<file path="src/rtl/jt51_pkg.sv">
// Shared JT51 constants: slot geometry, operator group encoding, channel config payload.
package jt51_pkg;

  localparam int unsigned SLOTS       = 32;
  localparam int unsigned CHANNELS    = 8;
  localparam int unsigned SAMPLE_SLOT = 16;
  localparam int unsigned SLOT_W      = 5;
  localparam int unsigned CH_W        = 3;
  localparam int unsigned CON_W       = 3;
  localparam int unsigned RL_W        = 2;
  localparam int unsigned CFG_W       = CON_W + RL_W;

  typedef enum logic [1:0] {
    GRP_M1 = 2'd0,
    GRP_M2 = 2'd1,
    GRP_C1 = 2'd2,
    GRP_C2 = 2'd3
  } grp_e;

  typedef struct packed {
    logic [CON_W-1:0] con;
    logic [RL_W-1:0]  rl;
  } ch_cfg_t;

  function automatic grp_e slot_grp(input logic [SLOT_W-1:0] slot);
    return grp_e'(slot[4:3]);
  endfunction

endpackage

</file>
<file path="src/rtl/jt51_acc_seq_snap.sv">
// Per-channel {con,rl} snapshot: written during M1, read by channel for the other groups.
module jt51_acc_seq_snap
  import jt51_pkg::*;
(
  input  logic             clk,
  input  logic             rst,
  input  logic             we_i,
  input  logic [CH_W-1:0]  waddr_i,
  input  logic [CFG_W-1:0] wdata_i,
  input  logic [CH_W-1:0]  raddr_i,
  output logic [CFG_W-1:0] rdata_o
);

  logic [CFG_W-1:0] tbl_q [CHANNELS];

  always_ff @(posedge clk) begin
    if (rst) begin
      for (int i = 0; i < int'(CHANNELS); i++) tbl_q[i] <= '0;
    end else if (we_i) begin
      tbl_q[waddr_i] <= wdata_i;
    end
  end

  assign rdata_o = tbl_q[raddr_i];

endmodule

</file>
<file path="src/rtl/jt51_acc_seq.sv">
// Accumulator slot sequencer: group strobes, channel config alignment, sample handshake.
// Optional per-sample config lock via JT51_ACC_SEQ_LOCK_EN.
module jt51_acc_seq
  import jt51_pkg::*;
#(
  parameter int unsigned ACC_DLY = 13
) (
  input  logic       clk,
  input  logic       rst,
  input  logic       cen,
  output logic [4:0] issue_slot,
  output logic [2:0] ch_sel,
  input  logic [2:0] ch_con,
  input  logic [1:0] ch_rl,
  output logic       m1_enters,
  output logic       m2_enters,
  output logic       c1_enters,
  output logic       c2_enters,
  output logic       op31_acc,
  output logic [2:0] con_I,
  output logic [1:0] rl_I,
  output logic       sample_valid,
  input  logic       sample_ready,
  output logic       overrun
);

  localparam logic [SLOT_W-1:0] ACC_RST = SLOT_W'((SLOTS - (ACC_DLY % SLOTS)) % SLOTS);

  logic [SLOT_W-1:0] issue_q, issue_d;
  logic [SLOT_W-1:0] acc_q, acc_d, acc_nx;
  ch_cfg_t           cfg_q, cfg_d, cfg_live, cfg_nx;
  logic              valid_q, valid_d;
  logic              ovr_q, ovr_d;
  logic              sample_evt;

  assign acc_nx   = acc_q + SLOT_W'(1);
  assign cfg_live = '{con: ch_con, rl: ch_rl};

  // Strobes decode from the acc_slot register only
  always_comb begin
    m1_enters = (slot_grp(acc_q) == GRP_M1);
    m2_enters = (slot_grp(acc_q) == GRP_M2);
    c1_enters = (slot_grp(acc_q) == GRP_C1);
    c2_enters = (slot_grp(acc_q) == GRP_C2);
    op31_acc  = (acc_q == SLOT_W'(SLOTS - 1));
    ch_sel    = acc_nx[CH_W-1:0];
  end

`ifdef JT51_ACC_SEQ_LOCK_EN
  logic             snap_we;
  logic [CFG_W-1:0] snap_rdata;

  assign snap_we = cen & (slot_grp(acc_nx) == GRP_M1);

  jt51_acc_seq_snap u_snap (
    .clk     (clk),
    .rst     (rst),
    .we_i    (snap_we),
    .waddr_i (ch_sel),
    .wdata_i (cfg_live),
    .raddr_i (ch_sel),
    .rdata_o (snap_rdata)
  );

  assign cfg_nx = snap_we ? cfg_live : ch_cfg_t'(snap_rdata);
`else
  assign cfg_nx = cfg_live;
`endif

  assign sample_evt = cen & (acc_nx == SLOT_W'(SAMPLE_SLOT));

  always_comb begin
    issue_d = issue_q;
    acc_d   = acc_q;
    cfg_d   = cfg_q;
    valid_d = valid_q;
    ovr_d   = ovr_q;
    if (cen) begin
      issue_d = issue_q + SLOT_W'(1);
      acc_d   = acc_nx;
      cfg_d   = cfg_nx;
    end
    // A coincident accept keeps valid high without flagging overrun
    if (sample_evt) begin
      valid_d = 1'b1;
      if (valid_q && !sample_ready) ovr_d = 1'b1;
    end else if (valid_q && sample_ready) begin
      valid_d = 1'b0;
    end
  end

  always_ff @(posedge clk) begin
    if (rst) begin
      issue_q <= '0;
      acc_q   <= ACC_RST;
      cfg_q   <= '0;
      valid_q <= 1'b0;
      ovr_q   <= 1'b0;
    end else begin
      issue_q <= issue_d;
      acc_q   <= acc_d;
      cfg_q   <= cfg_d;
      valid_q <= valid_d;
      ovr_q   <= ovr_d;
    end
  end

  assign issue_slot   = issue_q;
  assign con_I        = cfg_q.con;
  assign rl_I         = cfg_q.rl;
  assign sample_valid = valid_q;
  assign overrun      = ovr_q;

endmodule

</file>
<file path="config.mk">
export PLATFORM = sky130hd
export DESIGN_NAME = jt51_acc_seq
export DESIGN_NICKNAME = d
export VERILOG_FILES = /design/src/rtl/jt51_pkg.sv /design/src/rtl/jt51_acc_seq_snap.sv /design/src/rtl/jt51_acc_seq.sv
export SDC_FILE = /design/constraint.sdc
export NUM_CORES = 1
export LEC_CHECK = 0
export BUFFER_PORTS_ARGS = -buffer_cell sky130_fd_sc_hd__buf_2
export CELL_PAD_IN_SITES_DETAIL_PLACEMENT = 1
export CELL_PAD_IN_SITES_GLOBAL_PLACEMENT = 1
export CORE_ASPECT_RATIO = 1.5
export CORE_MARGIN = 1.5
export CORE_UTILIZATION = 35
export DETAILED_ROUTE_END_ITERATION = 6
export PLACE_DENSITY_LB_ADDON = 0.1
export SLEW_MARGIN = 20
export SYNTH_ARGS = -nofsm -noshare
export SYNTH_HDL_FRONTEND = slang
export SYNTH_HIERARCHICAL = 1
export SYNTH_SLANG_ARGS = --single-unit
</file>
<file path="constraint.sdc">
create_clock -name clk -period 3.1 [get_ports clk]
set_input_delay 0.62 -clock clk [delete_from_list [all_inputs] [get_ports clk]]
set_output_delay 0.62 -clock clk [all_outputs]
set_load 0.02 [all_outputs]
</file>
Word level (Yosys, flattened, before mapping)
Cells that the tools add are included.

Register bits: 17. Bits of input ports: 9. Output and inout bits: 20. Word-level logic and storage cells: 22.

Add/sub/neg operators: 2. Eq/ne operators: 5. Muxes and demuxes: 2. Bitwise gates (word level): 1. Reductions and logical operators: 6.

Operator list (count): $add A5 B1 Y5 const B (2); $eq A5 B5 Y1 const B (2); $eq A2 B2 Y1 const B (2); $eq A2 B1 Y1 const B (1); $logic_and A1 B1 Y1 (2); $logic_not A2 Y1 (1); $mux W1 (2); $reduce_and A2 Y1 (1); $reduce_bool A2 Y1 (1); $and A1 B1 Y1 (1); $logic_not A1 Y1 (1).

Logic depth before layout (Yosys ltp)
Gate-level depths: netlist (run 1).

Depth after elaboration: 4. Mapped depth: 5. Depth with buffers taken out: 5.

Worst setup path before layout (run 1)
No wires, ideal clock.

Kind: reg2out. Start point: register acc_q[0]. End point: output ch_sel[2]. Arrival: 1.026 ns. Data required time: 2.480 ns. Slack: 1.454 ns. Stages on the path, launching flop included: 4. Buffers on the path: 1. Cells stage by stage: dfxtp_1 -> ha_1 -> xor2_1 -> buf_4.

Longest elaborated chain between the ends: 1.

RTL lines: start, declared (line jt51_acc_seq.sv:30) `logic [SLOT_W-1:0] acc_q, acc_d, acc_nx;`; start signal, assigned (line jt51_acc_seq.sv:95) `acc_q <= ACC_RST;`; start signal, assigned (line jt51_acc_seq.sv:101) `acc_q <= acc_d;`; $add A5 B1 Y5 (line jt51_acc_seq.sv:36) `assign acc_nx = acc_q + SLOT_W'(1);`; end, declared (line jt51_acc_seq.sv:12) `output logic [2:0] ch_sel,`.

No other way between the ends.

Final worst setup path (run 1)
Ends and elaborated chain as after synthesis.

==> results.toml, run 1 <==
[status]
status = "complete, no violations"

[clock_tree]
postCtsResizedCells = 0
clockBufferDepth = 2
cts-htree-levels = 1
hold_buffers = 0
cts-root-buf = "clkbuf_4"
post-cts-setup-buffers = 0
cts.sinks = 17
cts_tree = "built"
cts-buffers-inserted = 3
clk_latency_ps = 280
clkTransAtPathRegs_ps = 90

[synthesis]
syn_area_sq_um = 777
yosysTopAreaCell = "dfxtp_1"
syn-num-nets = 92
netlist_top_cells_area = "dfxtp_1, mux2i_1, nor2_1"
synth_cell_types = 24
synth_seq_cells = 17
yosysWarnings = 6
avgSynthCellArea_sq_um = 9.84
synthCells = 79
synth_top_area_share_pct = 43.8
yosysSeqAreaShare_pct = 43.8

[global_routing]
grt_pass1_wl_mm = 2.39
gr-total-overflow = 0
grt_max_degree = 19
grt_antenna_before_repair = 0
grt_use_total_pct = 12.4
grt_pass1_vias = 600

[layout]
final_util_pct = 44.6
drive_above_1_share_pct = 34.0
synthToLayoutAreaGrowth_pct = 17.9
finalNetCount = 117
diodes = 0

[route]
dr.pass1.iters = 2
drt_first_iter_violations = 4
drc_errors = 0
wire_per_inst_microns = 11.4
ant_nets = 0
vias_per_cell = 4.90
drt-total-wl_mm = 1.43
num_vias = 613

[pwr]
irDropWorstVdd_uv = 245
p_leak_nw = 0.472
p_per_area_nw_per_um2 = 504

[floorplan]
start_util_pct = 37.9
rows = 20
ios = 29
fp.dieH_microns = 60.7
dieArea_sq_um = 2520
die_width_microns = 41.5
core_sq_um = 2050

[critical_path]
slowest_delay_ps = 440
cp-start-kind = "register"
worstSetupPathType = "register to primary output"
crit_fanout = 6
required_ps = 2480
setup.worst_path.end_class = "primary output"
crit_chain = "ha_1 -> xor2_1 -> buf_2"
worst_path_max_delay_cell = "dfxtp_1"
cp.arrival_ps = 1420

[sta]
tightest_slew_ps = 398
period_needed_ps = 2040
fmax_mhz = 490
setup_viol = 0
fin_skew_ps = 5.69
rsz0062_at_grt = "false"
fin_hold_ws_ps = 483
finalCritPeriodShare_pct = 65.8
relSlewSlack_pct = 73.5
final-max-slew-violation-count = 0
setup_tns_ps = 0
hold_viol = 0
worst_slack_ps = 1060

[placed_design]
gp_congestion = 0.712
dp_slack_ps = 1350
io_buffers = 28
hpwl_mm = 1.07

[hold_path]
hold_class = "register to register"

[run]
cap_viol_max_count = 0
power breakdown:
group,total (mW),leakage [nW],internal (mW),switching (mW)
clock,0.116,0.0177,0.0479,0.0678
sequential,0.247,0.140,0.233,0.0143
combinational,0.0987,0.315,0.0398,0.0589
final timing paths:
kind / start / to / slack (ps) / cells past startpoint
worst max-delay path: acc_q[0]$_SDFFE_PP1P_ / ch_sel[2] / 1060 / 3
worst min-delay path: overrun$_SDFFE_PP0P_ / overrun$_SDFFE_PP0P_ / 480 / 2
worst max register to register: acc_q[0]$_SDFFE_PP1P_ / overrun$_SDFFE_PP0P_ / 1470 / 5
worst min register to register: overrun$_SDFFE_PP0P_ / overrun$_SDFFE_PP0P_ / 480 / 2
layout make-up:
class	instances	area (sq um)
Multi-Input combinational cell	52	373
Sequential cell	17	340
Inverter	2	7.51
Timing Repair Buffer	28	140
Fill cell	265	1140
Tap cell	22	27.5
Clock buffer	3	22.5
Clock inverter	1	5.00
sequential cells by signal (all words and copies together) (netlist names):
signal	cells
acc_q	5
con_I	3
overrun	1
issue_slot	5
rl_I	2
sample_valid	1
cell usage after synthesis, drive strengths merged:
master and number:
xnor2 3, and3 1, buf 8, and2 1
a211o 1, o21ai 1, nor2b 2, ha 4
a21oi 1, nand2b 2, nand3 2, dfxtp 17
nand2 2, or3b 1, inv 2, mux2i 6
xor2 6, nor2 14, o41ai 2, nand4 3
worst max-delay path, delay by kind of cell (launching register included):
kind	cells	cell delay [ps]
XOR/XNOR	1	250
adder cells (fa/ha/maj)	1	240
buffers and inverters	1	210
flip-flops	1	440
layer usage:
metal  wire [microns]  vias up  track usage, %  part of all wire [%]
met2              777       14            21.9                    54
met5                0        -               0                     0
li1                 -      306               -                     -
met4               16        0            8.29                   1.1
met1              571      291            13.9                    40
met3               62        2            1.79                   4.3
cell families after synthesis:
kind of cell             synth area share (%)
AO/OA/AOI/OAI                            5.64
AND/OR/NAND/NOR                          18.0
multiplexers                             7.73
adder cells (fa/ha/maj)                  6.44
XOR/XNOR                                 10.1
buffers and inverters                    8.21
flip-flops                               43.8
cells in the final DEF (no fill, tap or decap), drive strengths merged:
cell | Yosys | layout
buf | 8 | 28
dfxtp | 17 | 17
nor2 | 14 | 14
xor2 | 6 | 6
mux2i | 6 | 6
ha | 4 | 4
nand4 | 3 | 3
xnor2 | 3 | 3
clkbuf | 0 | 3
inv | 2 | 2
nor2b | 2 | 2
nand2 | 2 | 2
nand3 | 2 | 2
nand2b | 2 | 2
o41ai | 2 | 2
and3 | 1 | 1
and2 | 1 | 1
a211o | 1 | 1
a21oi | 1 | 1
o21ai | 1 | 1
or3b | 1 | 1
clkinv | 0 | 1
per-stage QoR:
| step | cells | power (mW) | area, sq um |
|---|---|---|---|
| CTS | 125 | 0.472 | 916 |
| detailed placement | 121 | 0.353 | 888 |
| finish | 125 | 0.461 | 916 |
| global route | 125 | 0.494 | 916 |
| floorplan | 79 | 0.335 | 777 |
| global placement | 121 | 0.352 | 888 |
Power figures use the tool's default switching activity.
==> inputs of run 2 (changes only) <==
--- a/config.mk
+++ b/config.mk
@@ -10,7 +10,7 @@
 export CELL_PAD_IN_SITES_GLOBAL_PLACEMENT = 1
 export CORE_ASPECT_RATIO = 1.5
 export CORE_MARGIN = 1.5
-export CORE_UTILIZATION = 35
+export CORE_UTILIZATION = 34
 export DETAILED_ROUTE_END_ITERATION = 6
 export PLACE_DENSITY_LB_ADDON = 0.1
 export SLEW_MARGIN = 20
==> constraint.sdc (replaced) <==
create_clock -name clk -period 2.1 [get_ports clk]
set_input_delay 0.42 -clock clk [delete_from_list [all_inputs] [get_ports clk]]
set_output_delay 0.42 -clock clk [all_outputs]
set_load 0.02 [all_outputs]
==> results.toml, run 2 (synthesis results as in run 1) <==
[placed_design]
dp.cells = 122
gp_congestion = 0.756
hpwl_mm = 1.05
dpl_cell_area_sq_um = 890
io_buffers = 28

[floorplan]
rows = 21
die_width_microns = 42.0
ios = 29
core_sq_um = 2210
start_util_pct = 35.2
fp.dieH_microns = 61.6
dieArea_sq_um = 2590

[sta]
fin_hold_ws_ps = 372
setup_tns_ps = 0
period_needed_ps = 1860
tightest_slew_ps = 408
relSlewSlack_pct = 72.8
hold_viol = 0
final-max-slew-violation-count = 0
fmax_mhz = 536
setup_viol = 0
fin_skew_ps = 3.34
rsz0062_at_grt = "false"
finalCritPeriodShare_pct = 88.8

[clock_tree]
post-cts-setup-buffers = 0
hold_buffers = 0
clk_latency_ps = 280
postCtsResizedCells = 0
clockBufferDepth = 2
cts-buffers-inserted = 3
cts-htree-levels = 1
clkTransAtPathRegs_ps = 100
cts-root-buf = "clkbuf_4"
cts.sinks = 17
cts_tree = "built"

[run]
cap_viol_max_count = 0

[global_routing]
grt_max_degree = 19
grt_antenna_before_repair = 0
grt_pass1_vias = 587
gr-total-overflow = 0
grt_use_total_pct = 12.8
grt_pass1_wl_mm = 2.46

[pwr]
p_leak_nw = 0.469
netSwitchingPower_mw = 0.205
p_clk_share_pct = 25.0
sw_frac_of_total_pct = 30.2
internal-power_mw = 0.476
irDropWorstVdd_uv = 296
combPwrFrac_pct = 21.4
pwr-share-seq_pct = 53.6
power_mw = 0.681
p_per_area_nw_per_um2 = 743

[critical_path]
cp-start-kind = "register"
r2r_cells = 5
crit_fanout = 6
setup.worst_path.end_class = "primary output"
cp.arrival_ps = 1440
required_ps = 1680
r2r_start = "acc_q[0]$_SDFFE_PP1P_"
worstSetupPathType = "register to primary output"
startpoint = "acc_q[0]$_SDFFE_PP1P_"

[layout]
layout_common_cells = "buf_2, dfxtp_1, nor2_1, xor2_1, mux2i_1"
layout_commonest_cell = "buf_2"
drive_above_1_share_pct = 33.0
final_cell_area_sq_um = 916
synthToLayoutAreaGrowth_pct = 17.9
finalNetCount = 117
diodes = 0
fin_cells = 126

[route]
drc_errors = 0
dr.pass1.iters = 3
vias_per_cell = 4.91
ant_nets = 0
drt-total-wl_mm = 1.47
num_vias = 619
drt_first_iter_violations = 4
wire_per_inst_microns = 11.7

[status]
status = "complete, no violations"

[hold_path]
hold_class = "input port to register"
holdPathStages = 3
min_from = "ch_con[0]"
==> run 2: cell types whose count changed in the layout (fill, tap and decap cells not counted), sizes merged <==
cell,change
clkbuf,+1
clkinv,-1
==> run 2: worst max-delay path, stage by stage, from the launching register on <==
cell     delay (ps)
dfxtp_1         450
ha_1            240
xor2_1          250
buf_2           210
==> run 2: metal layers <==
| layer | share of wire (%) | track usage (%) |
|---|---|---|
| met3 | 4.8 | 1.76 |
| met1 | 41 | 14.5 |
| met4 | 1.5 | 9.38 |
| met5 | 0 | 0 |
| met2 | 53 | 22.1 |
==> run 2: path summary, 6_finish.rpt <==
| path | endpoint | slack (ps) |
|---|---|---|
| worst max register to register | sample_valid$_SDFFE_PP0P_ | 460 |
| worst min register to register | overrun$_SDFFE_PP0P_ | 490 |
| worst max-delay path | ch_sel[2] | 240 |
| worst min-delay path | con_I[0]$_SDFFE_PP0P_ | 370 |
==> run 2: power by group through the flow <==
stage / Clock [mW] / Combinational (mW) / Sequential [mW]
detailed placement: 0 / 0.149 / 0.373
CTS: 0.182 / 0.149 / 0.366
global placement: 0 / 0.147 / 0.372
floorplan: 0 / 0.113 / 0.382
global route: 0.193 / 0.164 / 0.369
finish: 0.170 / 0.146 / 0.365
==> run 2: through the flow <==
stage	utilization, %	worst slack, ps
floorplan	-	628
finish	41.5	236
global route	41.5	74.0
CTS	41.5	202
detailed placement	40.3	447
global placement	40.3	537
==> run 2: layout make-up <==
class | instances | area (sq um)
inverter | 2 | 7.51
fill | 273 | 1290
multi-input combinational | 52 | 373
clock buffer | 4 | 26.3
tap | 23 | 28.8
sequential | 17 | 340
timing repair buffer | 28 | 140
==> inputs of run 3 (changes only) <==
==> constraint.sdc (replaced) <==
create_clock -name clk -period 2.1 [get_ports clk]
set_input_delay 0.525 -clock clk [delete_from_list [all_inputs] [get_ports clk]]
set_output_delay 0.525 -clock clk [all_outputs]
set_load 0.02 [all_outputs]
==> results.toml, run 3 (synthesis results as in run 1) <==
[clock_tree]
cts_tree = "built"
cts-htree-levels = 1
clkTransAtPathRegs_ps = 90
cts.sinks = 17
clockBufferDepth = 2
clk_latency_ps = 280
cts-root-buf = "clkbuf_4"
cts-buffers-inserted = 3

[critical_path]
r2r_slack_ps = 450
cp.arrival_ps = 1440
required_ps = 1570
cp-start-kind = "register"
r2r_start = "acc_q[0]$_SDFFE_PP1P_"
endpoint = "op31_acc"
worstReg2RegEnd = "sample_valid$_SDFFE_PP0P_"
startpoint = "acc_q[0]$_SDFFE_PP1P_"
worstSetupPathType = "register to primary output"
r2r_cells = 5
setup.worst_path.end_class = "primary output"
crit_fanout = 6

[hold_path]
hold_class = "input port to register"

[global_routing]
grt_use_total_pct = 12.2
gr-total-overflow = 0
grt_antenna_before_repair = 0
grt_pass1_wl_mm = 2.35
grt_pass1_vias = 572
grt_max_degree = 19

[sta]
fin_hold_ws_ps = 474
setup_viol = 0
period_needed_ps = 1970
finalCritPeriodShare_pct = 93.8
final-max-slew-violation-count = 0
fmax_mhz = 508
relSlewSlack_pct = 73.2
tightest_slew_ps = 402
fin_skew_ps = 0.828
worst_slack_ps = 131
rsz0062_at_grt = "false"
hold_viol = 0
setup_tns_ps = 0

[run]
cap_viol_max_count = 0

[placed_design]
dp.cells = 122
dp_slack_ps = 438
io_buffers = 28
gp_congestion = 0.730
hpwl_mm = 1.05

[layout]
fin_cells = 126
diodes = 0
layout_common_cells = "buf_2, dfxtp_1, nor2_1, mux2i_1, xor2_1"
drive_above_1_share_pct = 34.0
num-fill-cells = 289
synthToLayoutAreaGrowth_pct = 18.8
layout_commonest_cell = "buf_2"
finalNetCount = 117

[floorplan]
start_util_pct = 35.2
dieArea_sq_um = 2590
rows = 21
fp.dieH_microns = 61.6
die_width_microns = 42.0
ios = 29
core_sq_um = 2210

[route]
num_vias = 614
dr.pass1.iters = 2
ant_nets = 0
drt_first_iter_violations = 6
drt-total-wl_mm = 1.43
vias_per_cell = 4.87
wire_per_inst_microns = 11.3
drc_errors = 0

[pwr]
irDropWorstVdd_uv = 389
p_per_area_nw_per_um2 = 742
p_leak_nw = 0.470
power_mw = 0.685

[status]
status = "complete, no violations"
[run 3: cell counts in the layout (fill, tap and decap cells not counted)]
No cell type changed its count.
[run 3: worst min-delay path by stage]
stage,startpoint,to,slack (ps),cells past startpoint
3_5_place_dp,overrun$_SDFFE_PP0P_,overrun$_SDFFE_PP0P_,480,2
5_1_grt,ch_con[1],con_I[1]$_SDFFE_PP0P_,480,3
3_3_place_gp,rl_I[0]$_SDFFE_PP0P_,rl_I[0]$_SDFFE_PP0P_,470,2
4_1_cts,ch_con[1],con_I[1]$_SDFFE_PP0P_,470,3
2_1_floorplan,acc_q[4]$_SDFFE_PP1P_,acc_q[4]$_SDFFE_PP1P_,480,2
6_report,ch_con[0],con_I[0]$_SDFFE_PP0P_,470,3
[run 3: cell type report]
type                       count  area (sq um)  share of cell area (%)
inverter                       2          7.51                   0.813
timing repair buffer          28           140                    15.2
tap                           23          28.8                    3.12
clock buffer                   4          26.3                    2.85
multi-input combinational     52           380                    41.2
sequential                    17           340                    36.9
[run 3: per-layer routing]
layer  routed length, microns  track usage, %  vias up
met4                       12            8.04        0
met2                      762            22.5       17
li1                         -               -      305
met1                      576            12.8      290
met3                       79            2.05        2
met5                        0               0        -
[run 3: stage by stage]
step	util, %	instance area (sq um)
after global placement	40.3	890
after floorplan	-	777
final	41.8	923
after global routing	41.8	923
after CTS	41.5	916
after detailed placement	40.3	890
[run 3: worst max-delay path, stage by stage (launching register included)]
cell and delay, ps:
dfxtp_1 440, ha_1 270, and3_1 180, ha_1 130
buf_2 150
[run 3: power breakdown]
group          switching (mW)  total, mW  internal (mW)
Sequential             0.0224      0.366          0.343
Clock                  0.0973      0.171         0.0737
Combinational          0.0884      0.149         0.0603
Total                   0.208      0.685          0.477
[run 3: repair_timing]
item	CTS	global route
setup endpoints to repair	0	1
hold buffers	0	0
buffers inserted	0	0
gates resized for setup	0	1
